<file path="config.mk">
export PLATFORM = sky130hd
export DESIGN_NAME = alu_result_display
export DESIGN_NICKNAME = d
export VERILOG_FILES = /design/src/rtl/alu_result_display.sv
export SDC_FILE = /design/constraint.sdc
export NUM_CORES = 1
export LEC_CHECK = 0
export ABC_CLOCK_PERIOD_IN_PS = 2800
export BUFFER_PORTS_ARGS = -buffer_cell sky130_fd_sc_hd__clkbuf_2
export CORE_MARGIN = 2
export CORE_UTILIZATION = 45
export CTS_BUF_LIST = sky130_fd_sc_hd__clkbuf_8
export DETAILED_ROUTE_END_ITERATION = 8
export GPL_ROUTABILITY_DRIVEN = 1
export GPL_TIMING_DRIVEN = 0
export PLACE_DENSITY = 0.67
export SYNTH_ARGS = -nofsm -noshare
export SYNTH_HDL_FRONTEND = slang
export SYNTH_SLANG_ARGS = --single-unit
</file>
<file path="constraint.sdc">
create_clock -name clk -period 2.8 [get_ports clk]
set_input_delay 0.84 -clock clk [delete_from_list [all_inputs] [get_ports clk]]
set_output_delay 0.84 -clock clk [all_outputs]
set_load 0.01 [all_outputs]
</file>
<file path="src/rtl/alu_result_display.sv">
// alu_result_display: captures ALU Result/ALUFlags on load, converts Result to
// two BCD digits with a sequential shift-add-3 engine, and drives a 4-digit
// multiplexed active-low 7-segment display plus flag LEDs.
// Optional feature macro: FLAG_STICKY_EN (flag LEDs accumulate across operations).
module alu_result_display #(
    parameter int REFRESH_BITS = 16
) (
    input  logic       clk,
    input  logic       reset,
    input  logic       load,
    input  logic [4:0] result,
    input  logic [3:0] alu_flags,
    input  logic       clr_flags,
    output logic       busy,
    output logic       done,
    output logic [6:0] seg,
    output logic [3:0] an,
    output logic [3:0] flag_led
);

    typedef enum logic [1:0] {IDLE, CONV, UPDATE} state_t;

    localparam logic [6:0] BLANK = 7'h7F;
    localparam logic [6:0] DASH  = 7'b0111111;

    state_t                  state, state_nx;
    logic [4:0]              shreg;
    logic [7:0]              bcd;
    logic [7:0]              bcd_adj;
    logic [12:0]             sh_next;
    logic [2:0]              bit_cnt;
    logic [3:0]              flag_hold;
    logic [3:0]              ones, tens;
    logic                    disp_n;
    logic [REFRESH_BITS-1:0] cnt;
    logic [1:0]              sel;

    // Active-low segment code for one decimal digit.
    function automatic logic [6:0] digit_seg(input logic [3:0] d);
        case (d)
            4'd0:    digit_seg = 7'b1000000;
            4'd1:    digit_seg = 7'b1111001;
            4'd2:    digit_seg = 7'b0100100;
            4'd3:    digit_seg = 7'b0110000;
            4'd4:    digit_seg = 7'b0011001;
            4'd5:    digit_seg = 7'b0010010;
            4'd6:    digit_seg = 7'b0000010;
            4'd7:    digit_seg = 7'b1111000;
            4'd8:    digit_seg = 7'b0000000;
            4'd9:    digit_seg = 7'b0010000;
            default: digit_seg = BLANK;
        endcase
    endfunction

    // State register.
    always_ff @(posedge clk) begin
        if (reset) state <= IDLE;
        else       state <= state_nx;
    end

    // Next-state logic: IDLE -> CONV (5 shift steps) -> UPDATE -> IDLE.
    always_comb begin
        state_nx = state;
        case (state)
            IDLE:    if (load) state_nx = CONV;
            CONV:    if (bit_cnt == 3'd4) state_nx = UPDATE;
            UPDATE:  state_nx = IDLE;
            default: state_nx = IDLE;
        endcase
    end

    assign busy = (state != IDLE);

    // Add-3 correction on each BCD nibble, then shift the whole {bcd,shreg} left.
    always_comb begin
        bcd_adj = bcd;
        if (bcd[3:0] >= 4'd5) bcd_adj[3:0] = bcd[3:0] + 4'd3;
        if (bcd[7:4] >= 4'd5) bcd_adj[7:4] = bcd[7:4] + 4'd3;
        sh_next = {bcd_adj, shreg} << 1;
    end

    // Conversion datapath and display digit registers.
    always_ff @(posedge clk) begin
        if (reset) begin
            shreg     <= '0;
            bcd       <= '0;
            bit_cnt   <= '0;
            flag_hold <= '0;
            ones      <= '0;
            tens      <= '0;
            disp_n    <= 1'b0;
            done      <= 1'b0;
        end else begin
            done <= (state == UPDATE);
            case (state)
                IDLE: if (load) begin
                    shreg     <= result;
                    flag_hold <= alu_flags;
                    bcd       <= '0;
                    bit_cnt   <= '0;
                end
                CONV: begin
                    bcd     <= sh_next[12:5];
                    shreg   <= sh_next[4:0];
                    bit_cnt <= bit_cnt + 3'd1;
                end
                UPDATE: begin
                    ones   <= bcd[3:0];
                    tens   <= bcd[7:4];
                    disp_n <= flag_hold[3];
                end
                default: ;
            endcase
        end
    end

    // Flag LEDs: UPDATE wins over a coincident clear; clear applies otherwise.
    always_ff @(posedge clk) begin
        if (reset) begin
            flag_led <= '0;
        end else if (state == UPDATE) begin
`ifdef FLAG_STICKY_EN
            flag_led <= clr_flags ? flag_hold : (flag_led | flag_hold);
`else
            flag_led <= flag_hold;
`endif
        end else if (clr_flags) begin
            flag_led <= '0;
        end
    end

    // Free-running scan counter; top two bits select the active digit.
    always_ff @(posedge clk) begin
        if (reset) cnt <= '0;
        else       cnt <= cnt + 1'b1;
    end

    assign sel = cnt[REFRESH_BITS-1 -: 2];

    // Digit mux, driven only from registered state so inputs cannot glitch it.
    always_comb begin
        an  = 4'b1111;
        seg = BLANK;
        an[sel] = 1'b0;
        case (sel)
            2'd0:    seg = digit_seg(ones);
            2'd1:    seg = (tens == 4'd0) ? BLANK : digit_seg(tens);
            2'd2:    seg = BLANK;
            default: seg = disp_n ? DASH : BLANK;
        endcase
    end

endmodule

</file>
; ---- After elaboration in Yosys (flattened, before gate mapping)
; Memories as Yosys holds them, arrays and structs flattened. A register that Yosys moved wholly into a read port is not among the register bits.
; Cells that the tools add are included.
[totals]
romBits = 224
ff_bits = 52
wordCells = 61
memories = 2
inputBits = 13
ramBits = 0
output_inout_bits = 17
latchBits = 0
[classes]
n_mux = 22
n_div = 0
n_bitwise = 1
mul = 0
add_sub_neg = 4
n_reduce_logical = 10
n_eq_ne = 7
n_shift = 0
order_cmp = 4
[mem_list]
columns = memory, depth, word_bits, rd, rd_clocked_by_memory_dff, wr, line_no
row1 = (no name shown), 16, 7, 1, 1, 0, 40  ; case (d)
row2 = (no name shown), 16, 7, 1, 1, 0, 40
[ops]
columns = op, count
row1 = two-way mux 4 bit, 7
row2 = one-hot mux 7 bit (3 select lines), 1
row3 = adder 16 x 1 -> 16 bit (second input constant), 1
row4 = one-hot mux 8 bit (2 select lines), 1
row5 = two-way mux 7 bit, 2
row6 = one-hot mux 5 bit (2 select lines), 1
row7 = >= comparator 4 x 3 -> 1 bit (second input constant), 2
row8 = two-way mux 8 bit, 1
row9 = two-way mux 3 bit, 2
row10 = one-hot mux 3 bit (2 select lines), 1
row11 = AND reduction 2 bit, 3
row12 = nonzero test 2 bit, 3
row13 = two-way mux 5 bit, 1
row14 = adder 4 x 2 -> 4 bit (second input constant), 1
row15 = equality test 2 x 1 -> 1 bit (second input constant), 2
row16 = equality test 2 bit (second input constant), 2
row17 = logical NOT 2 bit, 2
row18 = logical NOT 4 bit, 1
row19 = two-way mux 2 bit, 2
row20 = inequality test 2 bit (second input constant), 2
row21 = NOT 4 bit, 1
row22 = one-hot mux 2 bit (2 select lines), 1
row23 = adder 3 x 1 -> 3 bit (second input constant), 1
row24 = adder 3 x 2 -> 3 bit (second input constant), 1
row25 = other kinds (6), 6

; ---- Depth between registers and ports, before layout
; Gate-level depths: netlist of the first run.
[depth]
ltp_word = 5
ltp_mapped = 9
depth_no_buf = 7

; ---- Worst setup path after synthesis of the first run
; No wires, ideal clock.
[synth_path]
path_kind = input to register
startpoint = in reset
endpoint = reg (tool-made name)
n_path_buf = 1
stages = 7
setup_slack_ps = 417
t_required_ps = 2733
t_arrival_ps = 2317
setup_ps = 67
cell_sequence = buf_4 -> nand2b_1 -> mux2i_1 -> inv_1 -> ha_1 -> mux2_4 -> a21oi_2
[synth_rtl]
columns = element, line_no
row1 = start: declaration, 9  ; input logic reset,

; ---- Worst setup path after layout of the first run
[layout_path]
startpoint = reg tens[3]
endpoint = out seg[1]
[layout_between]
elab_chain_len = 3
[layout_lines]
columns = element, line_no
row1 = start: declaration, 33  ; logic [3:0] ones, tens;
row2 = start signal: assignment, 109  ; tens <= bcd[7:4];
row3 = logical NOT 4 bit, 147  ; 2'd1: seg = (tens == 4'd0) ? BLANK : digit_seg(tens);
row4 = two-way mux 7 bit, 147
row5 = one-hot mux 7 bit (3 select lines), 145  ; case (sel)
row6 = end: declaration, 16  ; output logic [6:0] seg,
; No other way between the ends.

==> results by group, run 1 <==
Power
  – Power Density: 508.5 mW/mm2
  – Max IR drop VDD: 0.3196 mV
  – Leak pwr: 1.436 nW

Clock tree
  – Clk pin slew, worst setup/hold paths: 0.07 ns
  – Worst-skew pair later-pin latency: 0.34 ns
  – Clk buf depth: 2
  – Clock root buffer: clkbuf_8
  – Post-CTS sizing: 0
  – CTS tree: yes
  – Number of post-CTS setup repair buffers: 0
  – H-tree Lvls: 3
  – Hold buffers post-CTS: 0
  – CTS Sinks: 66
  – Num CTS Buffers: 9

Placement
  – Detail Placement HPWL: 4330 um
  – Input/output buffers: 28
  – Routability cong.: 0.8518
  – Worst slack at placement: 0.1322 ns
  – Dpl cell area: 0.003443 mm2

Yosys
  – Syn_nets: 377
  – EDFF count, synth: 0
  – YS warnings: 0
  – Cell Area, Synth: 0.003183 mm2
  – Number of distinct library cells after synthesis: 49
  – Seq/Total Area, Yosys: 41.51%
  – Top FF cell, synth: dfxtp_1
  – Async SR Flop Fraction: 0%
  – FF+latch count, synth: 66
  – Syn avg cell area: 9.173 um2
  – Post-synthesis cell count: 347

Setup path
  – Worst Setup EP: seg[1]
  – CP endpoint kind: output port
  – Slowest stage cell, crit path: or4_1
  – R2r setup slk: 0.46 ns
  – Crit path max fanout: 6
  – Data required, critical path: 1.96 ns
  – Worst Setup SP: tens[3]
  – R2R depth: 8
  – Crit path DAT: 1.74 ns
  – CP cell instances: or4_1, nand2b_1, o22a_1, clkbuf_2
  – CP Launch Type: flip-flop
  – Max incr delay on CP: 0.58 ns
  – Setup Crit Path Kind: flip-flop to output port
  – Reg2reg start: state[1]

Detailed routing
  – Total Wirelength: 6058 um
  – DRT Pass-1 Iters: 4
  – Vias per cell: 4.994
  – Wire per inst: 12.47 um
  – Met3 WL post-DR: 203 um
  – Wire length on met1: 3067 um
  – Vias: 2,427
  – Routed Antenna Nets: 0
  – Top Layer Used: met4
  – Iter 0 DRT Violations: 75
  – DR WL met2: 2701 um
  – # DRC: 0

Run status
  – Status: completed

Die
  – Starting density of the core: 46.59%
  – Core area: 0.006832 mm2
  – Die Wd: 88.11 um
  – DIE AREA: 0.007762 mm2
  – Ports: 30
  – Row Count: 30
  – Die H: 88.11 um

Global routing
  – Pin count of the biggest net entering global routing: 12
  – Total track usage: 16.83%
  – First-pass GRT wire length: 10,100 um
  – Initial antenna violation count: 0
  – Total gr overflow: 0
  – Vias in the first global route: 2,146

STA
  – Fin crit period: 2.582 ns
  – Fmax: 387.3 MHz
  – Clock skew: 0.007037 ns
  – RSZ-0062 raised after global routing: false
  – Final worst path period share: 92.22%
  – Setup TNS: 0 ns
  – Setup WS post-layout: 0.2178 ns
  – Fin. max-slew vios: 0
  – Slew at the pin with the worst max-slew slack: 0.6875 ns
  – Slew HR: 52.86%
  – Final hold violations: 0
  – Setup Viol. Count Final: 0

Final layout
  – Share of post-route cells with drive strength above 1: 18.97%
  – Diode count: 0
  – Layout Cell Area excl Fill: 0.003636 mm2
  – Syn-to-layout area delta: 14.23%
  – Nets@finish: 416
  – Area of the multi-input gates: 0.001644 mm2
  – Final core occ: 53.22%
  – FF+latch area: 0.001321 mm2
  – Fillers: 670

Flow run
  – Number of max-cap violations: 0

Hold path
  – Hold crit path type: flip-flop to flip-flop
==> cells in the final DEF, fill, tap and decap left out, types with 5 or more instances in the layout <==
cell and n:
nand2b_1 12, inv_1 20, buf_6 6, xnor2_1 6, o22a_1 7, nand3_1 12
clkbuf_1 11, nor2_1 23, mux2i_1 13, o21ai_0 7, ha_1 17, dfxtp_1 66
a21oi_1 33, clkbuf_8 10, xor2_1 6, nand2_1 36, nor3_1 5, mux2_2 5
clkbuf_2 28
==> final cells by class <==
class	count	share of cell area, %
clock inverters	5	1.514
well taps	96	3.304
inverters	21	2.237
repair buffers	28	3.854
multi-input cells	238	45.22
clock buffers	10	3.785
flip-flops and latches	66	36.34
plain buffers	22	3.751
==> kinds of logic (layout without fill, tap and decap cells) <==
family | count (synthesis) | after routing | synth area share (%)
AO/OA/AOI/OAI | 65 | 65 | 13.09
XOR/XNOR | 12 | 12 | 3.302
adder cells (fa/ha/maj) | 17 | 17 | 6.682
buffers and inverters | 43 | 86 | 6.840
flip-flops | 66 | 66 | 41.51
multiplexers | 20 | 20 | 6.800
AND/OR/NAND/NOR | 124 | 124 | 21.78
==> worst max-delay path, delay by kind of cell (launching register included) <==
family / cells / cell delay [ns]
simple gates: 2 / 0.79
flops: 1 / 0.31
buf+inv: 1 / 0.12
compound gates: 1 / 0.18
==> per-layer routing <==
layer / track usage, % / vias up
li1: - / 1279
met1: 22.80 / 1106
met2: 25.96 / 34
met3: 4.618 / 8
met4: 5.785 / 0
met5: 0 / -
==> cell usage after synthesis (2+ instances only) <==
library cell  instances  area, um2
dfxtp_1              66       1321
nand2_1              36      135.1
a21oi_1              33      165.2
nor2_1               23      86.33
inv_1                20      75.07
ha_1                 17      212.7
mux2i_1              13      130.1
nand2b_1             12      75.07
nand3_1              12      60.06
clkbuf_1             11      41.29
o21ai_0               7      35.03
o22a_1                7      61.31
buf_6                 6      67.56
xnor2_1               6      52.55
xor2_1                6      52.55
mux2_2                5      56.30
nor3_1                5      25.02
a311oi_1              4      35.03
buf_2                 4      20.02
nand3b_1              4      30.03
nand4_1               4      25.02
o32ai_1               4      35.03
and4bb_2              3      37.54
or3_1                 3      18.77
or4_1                 3      22.52
a21oi_2               2      17.52
a31oi_1               2      12.51
and2_1                2      12.51
and3_1                2      12.51
and4_1                2      17.52
mux2_4                2      30.03
nor2b_1               2      12.51
nor4_4                2      42.54
o31ai_1               2      15.01
==> report_power, final <==
group	internal, mW	switching (mW)	total [mW]
sequential	0.956	0.0105	0.966
clock	0.427	0.353	0.780
combinational	0.0390	0.0634	0.102
==> how the worst min path moves through the flow <==
stage | from | end | slack [ns] | depth (start not counted)
after floorplan | cnt[0] | cnt[0] | 0.41 | 1
after global placement | cnt[0] | cnt[0] | 0.43 | 1
after detailed placement | cnt[0] | cnt[0] | 0.43 | 1
after CTS | cnt[0] | cnt[0] | 0.45 | 1
after global routing | cnt[0] | cnt[0] | 0.47 | 1
final | cnt[0] | cnt[0] | 0.45 | 1
==> stage by stage <==
stage | power, mW | std cells | hold WS, ns
6_report | 1.849 | 486 | 0.4491
5_1_grt | 1.916 | 486 | 0.4697
4_1_cts | 1.867 | 486 | 0.4480
3_5_place_dp | 1.090 | 471 | 0.4311
3_3_place_gp | 1.088 | 471 | 0.4262
2_1_floorplan | 1.058 | 347 | 0.4132
Power figures use the tool's default switching activity.
==> run 2: changes to the inputs <==
--- a/config.mk
+++ b/config.mk
@@ -8,12 +8,13 @@
 export ABC_CLOCK_PERIOD_IN_PS = 2800
 export BUFFER_PORTS_ARGS = -buffer_cell sky130_fd_sc_hd__clkbuf_2
 export CORE_MARGIN = 2
-export CORE_UTILIZATION = 45
+export CORE_UTILIZATION = 25
 export CTS_BUF_LIST = sky130_fd_sc_hd__clkbuf_8
+export CTS_CLUSTER_DIAMETER = 30
 export DETAILED_ROUTE_END_ITERATION = 8
 export GPL_ROUTABILITY_DRIVEN = 1
 export GPL_TIMING_DRIVEN = 0
-export PLACE_DENSITY = 0.67
+export PLACE_DENSITY = 0.44
 export SYNTH_ARGS = -nofsm -noshare
 export SYNTH_HDL_FRONTEND = slang
 export SYNTH_SLANG_ARGS = --single-unit
==> run 2 against run 1 <==
Effect of this change:
- global-route usage is 5.4 points lower
- setup slack worse by 0.020 ns
- wire length rose by 17%
- critical path depth unchanged
- sequential power is essentially flat
- final cell count grew 16%
- non-clock buffer count is the same
- final area up 2.8%
- power grew 1.3%
- die area increased by 76%
==> results by group, run 2 (synthesis results as in run 1) <==
Run status
  – Status: completed (unchanged)

Placement
  – Detail Placement HPWL: 5193 um (was 4330 um)
  – Dpl cells: 547 (was 471)
  – Input/output buffers: 28 (unchanged)
  – Routability cong.: 0.7146 (was 0.8518)

Setup path
  – Crit path max fanout: 6 (unchanged)
  – CP endpoint kind: output port (unchanged)
  – Crit path DAT: 1.76 ns (was 1.74 ns)
  – Setup Crit Path Kind: flip-flop to output port (unchanged)
  – CP Launch Type: flip-flop (unchanged)
  – Data required, critical path: 1.96 ns (about the same)

Power
  – Clock group share of total power: 42.7% (was 42.2%)
  – Power Density: 501.3 mW/mm2 (was 508.5 mW/mm2)
  – Internal power: 1.444 mW (was 1.422 mW)
  – Reg power frac: 51.6% (was 52.3%)
  – Combinational share of power: 5.7% (was 5.5%)
  – Leak pwr: 1.454 nW (was 1.436 nW)
  – Max IR drop VDD: 0.2890 mV (was 0.3196 mV)
  – Switching part of the total power: 22.90% (was 23.11%)
  – Switching power of the nets: 429.0 uW (was 427.3 uW)

Detailed routing
  – # DRC: 0 (unchanged)
  – Wire per inst: 12.62 um (was 12.47 um)
  – Total Wirelength: 7105 um (was 6058 um)
  – Vias: 2,467 (was 2,427)
  – Routed Antenna Nets: 0 (unchanged)
  – DRT Pass-1 Iters: 4 (unchanged)
  – Iter 0 DRT Violations: 149 (was 75)
  – Vias per cell: 4.382 (was 4.994)

STA
  – Slew at the pin with the worst max-slew slack: 0.6774 ns (was 0.6875 ns)
  – Clock skew: 0.008022 ns (was 0.007037 ns)
  – Setup TNS: 0 ns (unchanged)
  – Slew HR: 53.55% (was 52.86%)
  – Final hold violations: 0 (unchanged)
  – Setup Viol. Count Final: 0 (unchanged)
  – RSZ-0062 raised after global routing: false (unchanged)
  – Fin crit period: 2.602 ns (was 2.582 ns)
  – Fmax: 384.2 MHz (was 387.3 MHz)
  – Fin. max-slew vios: 0 (unchanged)
  – Final worst path period share: 92.95% (was 92.22%)

Clock tree
  – Post-CTS sizing: 0 (unchanged)
  – Worst-skew pair later-pin latency: 0.34 ns (about the same)
  – CTS Sinks: 66 (unchanged)
  – Clk buf depth: 2 (unchanged)
  – Hold buffers post-CTS: 0 (unchanged)
  – Clk pin slew, worst setup/hold paths: 0.07 ns (about the same)
  – Clock root buffer: clkbuf_8 (unchanged)
  – Number of post-CTS setup repair buffers: 0 (unchanged)
  – Num CTS Buffers: 9 (unchanged)
  – H-tree Lvls: 3 (unchanged)
  – CTS tree: yes (unchanged)

Die
  – Ports: 30 (unchanged)
  – Core area: 0.01252 mm2 (was 0.006832 mm2)
  – Die Wd: 116.8 um (was 88.11 um)
  – Die H: 116.8 um (was 88.11 um)
  – Starting density of the core: 25.43% (was 46.59%)
  – DIE AREA: 0.01365 mm2 (was 0.007762 mm2)
  – Row Count: 41 (was 30)

Global routing
  – Total track usage: 11.39% (was 16.83%)
  – First-pass GRT wire length: 11,830 um (was 10,100 um)
  – Pin count of the biggest net entering global routing: 11 (was 12)
  – Total gr overflow: 0 (unchanged)
  – Initial antenna violation count: 0 (unchanged)
  – Vias in the first global route: 2,368 (was 2,146)

Final layout
  – Commonest non-fill, non-tap cells in the layout: dfxtp_1, nand2_1, a21oi_1, clkbuf_2 (was dfxtp_1, nand2_1, a21oi_1, clkbuf_2, nor2_1)
  – Share of post-route cells with drive strength above 1: 18.41% (was 18.97%)
  – Nets@finish: 416 (unchanged)
  – Syn-to-layout area delta: 17.37% (was 14.23%)
  – Final non-filler cell total: 563 (was 486)
  – Diode count: 0 (unchanged)
  – Most common cell after layout, fill and taps aside: dfxtp_1 (unchanged)

Flow run
  – Number of max-cap violations: 0 (unchanged)

Hold path
  – Hold crit path type: flip-flop to flip-flop (unchanged)
## run 2: layer usage
metal,GRT usage (%),part of all wire [%],routed length (um),up-vias
met3,4.325,4.2,297,8
li1,-,-,-,1274
met1,15.48,51,3596,1141
met2,16.84,44,3104,44
met4,3.373,1.5,106,0
met5,0,0,0,-
## run 2: worst paths after layout
kind,from,to,slack [ns],cells past startpoint
max reg2reg,state[1],flip-flop,0.45,8
min,flag_hold[0],flag_hold[0],0.46,2
max,tens[3],seg[3],0.20,4
min reg2reg,flag_hold[0],flag_hold[0],0.46,2
## run 2: final cells by class
class                      instances  area [um2]
sequential                        66        1321
tap                              172       215.2
buffer                            22       136.4
inverter                          21       81.33
clock buffer                      11       151.4
multi-input combinational        238        1644
clock inverter                     5       46.29
fill                            1389        8781
timing repair buffer              28       140.1
## run 2: power by group through the flow
stage | registers, mW | clock network, mW | logic (mW)
finish | 0.967 | 0.800 | 0.106
detailed placement | 0.988 | 0 | 0.109
global placement | 0.987 | 0 | 0.107
global route | 0.969 | 0.879 | 0.121
CTS | 0.966 | 0.833 | 0.109
floorplan | 0.985 | 0 | 0.0726
## run 2: worst max-delay path, stage by stage, from the launching register on
cell and delay (ns):
dfxtp_1 0.31, or4_1 0.59, nand2b_1 0.22, o22a_1 0.18
clkbuf_2 0.13
## run 2: metrics by stage
step	utilization, %	setup slack, ns	hold WS (ns)	power [mW]	instance area, um2
final	29.85	0.1975	0.4591	1.873	3736
after global placement	28.27	0.1685	0.4270	1.095	3538
after floorplan	-	0.4169	0.4132	1.058	3183
after detailed placement	28.27	0.08943	0.4500	1.097	3538
after CTS	29.85	0.1650	0.4602	1.908	3736
after global routing	29.85	0.06709	0.4792	1.969	3736
==> run 3: changes to the inputs <==
--- a/config.mk
+++ b/config.mk
@@ -5,7 +5,8 @@
 export SDC_FILE = /design/constraint.sdc
 export NUM_CORES = 1
 export LEC_CHECK = 0
-export ABC_CLOCK_PERIOD_IN_PS = 2800
+export ABC_AREA = 1
+export ABC_CLOCK_PERIOD_IN_PS = 2900
 export BUFFER_PORTS_ARGS = -buffer_cell sky130_fd_sc_hd__clkbuf_2
 export CORE_MARGIN = 2
 export CORE_UTILIZATION = 25
==> constraint.sdc (replaced) <==
create_clock -name clk -period 2.9 [get_ports clk]
set_input_delay 0.87 -clock clk [delete_from_list [all_inputs] [get_ports clk]]
set_output_delay 0.87 -clock clk [all_outputs]
set_load 0.01 [all_outputs]
==> run 3 against run 2 <==
Effect of this change:
- non-clock buffer count shrank 14
- setup slack gained 0.32 ns
- clock power grew 5.0%
- clock-buffer cell count grew 2
- sequential power shrank 3.2%
- combinational power shrank 6%
- core utilization grew 0.13 points
- wire length grew 2.1%
- highest routed layer unchanged
==> results by group, run 3 <==
Run status
  – Status: completed (unchanged)

Global routing
  – Pin count of the biggest net entering global routing: 11 (unchanged)
  – Vias in the first global route: 2,612 (was 2,368)
  – Total gr overflow: 0 (unchanged)
  – Initial antenna violation count: 0 (unchanged)
  – First-pass GRT wire length: 12,370 um (was 11,830 um)
  – Total track usage: 11.81% (was 11.39%)

STA
  – Setup TNS: 0 ns (unchanged)
  – Fin crit period: 2.384 ns
  – Clock skew: 0.01102 ns (was 0.008022 ns)
  – Final hold violations: 0 (unchanged)
  – Setup WS post-layout: 0.5157 ns (was 0.1975 ns)
  – Final worst path period share: 82.22%
  – Slew HR: 55.12% (was 53.55%)
  – Fmax: 419.4 MHz
  – Slew at the pin with the worst max-slew slack: 0.6733 ns (was 0.6774 ns)
  – Fin. max-slew vios: 0 (unchanged)
  – Setup Viol. Count Final: 0 (unchanged)
  – Fin Hold WS: 0.4576 ns (was 0.4591 ns)
  – RSZ-0062 raised after global routing: false (unchanged)

Power
  – Power Density: 498.0 mW/mm2 (was 501.3 mW/mm2)
  – Max IR drop VDD: 0.2193 mV (was 0.2890 mV)
  – Combinational share of power: 5.3% (was 5.7%)
  – Reg power frac: 49.9% (was 51.6%)
  – Switching part of the total power: 23.07% (was 22.90%)
  – Leak pwr: 1.847 nW (was 1.454 nW)
  – Clock group share of total power: 44.8% (was 42.7%)
  – Internal power: 1.443 mW (was 1.444 mW)
  – Final Total Pwr: 1.876 mW (was 1.873 mW)
  – Switching power of the nets: 432.8 uW (was 429.0 uW)

Setup path
  – Data required, critical path: 2.03 ns (was 1.96 ns)
  – Reg2reg start: state[1] (unchanged)
  – Setup Crit Path Kind: flip-flop to output port (unchanged)
  – R2R depth: 11 (was 8)
  – Crit path DAT: 1.51 ns (was 1.76 ns)
  – CP endpoint kind: output port (unchanged)
  – CP Launch Type: flip-flop (unchanged)
  – R2r setup slk: 1.09 ns (was 0.45 ns)
  – Crit path max fanout: 7 (was 6)

Die
  – Ports: 30 (unchanged)
  – Row Count: 41 (unchanged)
  – DIE AREA: 0.01370 mm2 (was 0.01365 mm2)
  – Die H: 117.1 um (was 116.8 um)
  – Die Wd: 117.1 um (was 116.8 um)
  – Starting density of the core: 25.43% (about the same)
  – Core area: 0.01257 mm2 (was 0.01252 mm2)

Placement
  – Detail Placement HPWL: 5345 um (was 5193 um)
  – Input/output buffers: 28 (unchanged)
  – Dpl cell area: 0.003551 mm2 (was 0.003538 mm2)
  – Worst slack at placement: 0.4179 ns (was 0.08943 ns)
  – Routability cong.: 0.7921 (was 0.7146)

Clock tree
  – Clk pin slew, worst setup/hold paths: 0.08 ns (was 0.07 ns)
  – Hold buffers post-CTS: 0 (unchanged)
  – Number of post-CTS setup repair buffers: 0 (unchanged)
  – Clock root buffer: clkbuf_8 (unchanged)
  – Worst-skew pair later-pin latency: 0.36 ns (was 0.34 ns)
  – Post-CTS sizing: 0 (unchanged)
  – H-tree Lvls: 3 (unchanged)
  – CTS Sinks: 66 (unchanged)
  – Num CTS Buffers: 9 (unchanged)
  – Clk buf depth: 2 (unchanged)
  – CTS tree: yes (unchanged)

Final layout
  – Layout Cell Area excl Fill: 0.003767 mm2 (was 0.003736 mm2)
  – Share of post-route cells with drive strength above 1: 14.17% (was 18.41%)
  – Diode count: 0 (unchanged)
  – FF+latch area: 0.001321 mm2 (unchanged)
  – Fillers: 1,346 (was 1,389)
  – Commonest non-fill, non-tap cells in the layout: nand2_1, dfxtp_1, inv_1, nor2_1, nand3_1 (was dfxtp_1, nand2_1, a21oi_1, clkbuf_2)
  – Syn-to-layout area delta: 17.89% (was 17.37%)
  – Area of the multi-input gates: 0.001569 mm2 (was 0.001644 mm2)
  – Most common cell after layout, fill and taps aside: nand2_1 (was dfxtp_1)
  – Nets@finish: 519 (was 416)

Detailed routing
  – Vias: 2,807 (was 2,467)
  – Total Wirelength: 7251 um (was 7105 um)
  – # DRC: 0 (unchanged)
  – Routed Antenna Nets: 0 (unchanged)
  – DRT Pass-1 Iters: 4 (unchanged)
  – Vias per cell: 4.215 (was 4.382)
  – Iter 0 DRT Violations: 174 (was 149)
  – Wire per inst: 10.89 um (was 12.62 um)

Yosys
  – FF+latch count, synth: 66 (unchanged)
  – Dominant cell type by area after synthesis: dfxtp_1 (unchanged)
  – EDFF count, synth: 0 (unchanged)
  – Top-area cell type share of the netlist area: 41.35% (was 41.51%)
  – YS warnings: 0 (unchanged)
  – Most common cell in the netlist: nand2_1 (was dfxtp_1)
  – Post-synthesis cell count: 450 (was 347)
  – Async SR Flop Fraction: 0% (unchanged)
  – Number of distinct library cells after synthesis: 27 (was 49)
  – Top cells by instance count after synthesis: nand2_1, dfxtp_1, inv_1 (was dfxtp_1, nand2_1, a21oi_1)
  – Cell Area, Synth: 0.003196 mm2 (was 0.003183 mm2)
  – Seq/Total Area, Yosys: 41.35% (was 41.51%)
  – Syn_nets: 480 (was 377)
  – Syn avg cell area: 7.101 um2 (was 9.173 um2)
  – Top FF cell, synth: dfxtp_1 (unchanged)
  – Dominant cells by area after synthesis: dfxtp_1, nand2_1, inv_1 (was dfxtp_1, ha_1, a21oi_1)

Hold path
  – Hold crit path type: flip-flop to flip-flop (unchanged)
  – Worst-case hold path end point: flag_hold[1] (was flag_hold[0])
  – Hold path depth: 2 (unchanged)
  – Worst hold start: flag_hold[1] (was flag_hold[0])

Flow run
  – Number of max-cap violations: 0 (unchanged)
[run 3: per-layer routing]
metal  share of wire (%)  GRT usage [%]  up-vias
li1                    -              -     1521
met1                  48          14.39     1234
met2                  47          19.23       43
met3                 4.2          4.325        9
met4                 1.6          4.235        0
met5                   0              0        -
[run 3: through the flow]
stage          std cells  utilization, %
2_1_floorplan        450               -
3_3_place_gp         650           28.25
3_5_place_dp         650           28.25
4_1_cts              666           29.98
5_1_grt              666           29.98
6_report             666           29.98
[run 3: cell families (layout without fill, tap and decap cells)]
| logic type | after synthesis | after routing | synth area share, % |
|---|---|---|---|
| compound gates | 55 | 55 | 9.710 |
| fa+ha+maj | 17 | 17 | 6.656 |
| buf+inv | 78 | 122 | 9.554 |
| xor+xnor | 1 | 1 | 0.2741 |
| flops | 66 | 66 | 41.35 |
| simple gates | 233 | 233 | 32.46 |
[run 3: how the worst max path moves through the flow]
stage	start	endpoint	slack, ns
floorplan	reset	flip-flop	0.81
global placement	reset	flip-flop	0.44
detailed placement	reset	flip-flop	0.42
CTS	cnt[14]	seg[4]	0.50
global route	cnt[14]	seg[4]	0.32
finish	cnt[14]	seg[4]	0.52
[run 3: worst max-delay path, stage by stage (launching register included)]
cell and delay, ns:
dfxtp_1 0.35, inv_1 0.14, nor2_1 0.08, inv_1 0.19, nor2_1 0.06, a21oi_1 0.17
clkbuf_2 0.16
[run 3: cell type report]
cell class	instances	share of cell area (%)
Timing Repair Buffer	28	3.720
Tap cell	172	5.712
Clock inverter	3	0.9963
Buffer	8	1.129
Inverter	70	6.974
Sequential cell	66	35.07
Multi-Input combinational cell	306	41.65
Clock buffer	13	4.749
[run 3: power by group through the flow]
stage          Clock [mW]  Sequential [mW]  Combinational [mW]
6_report            0.840            0.936               0.100
3_3_place_gp            0            0.956               0.101
4_1_cts             0.869            0.936               0.103
2_1_floorplan           0            0.955              0.0695
5_1_grt             0.915            0.938               0.116
3_5_place_dp            0            0.957               0.103
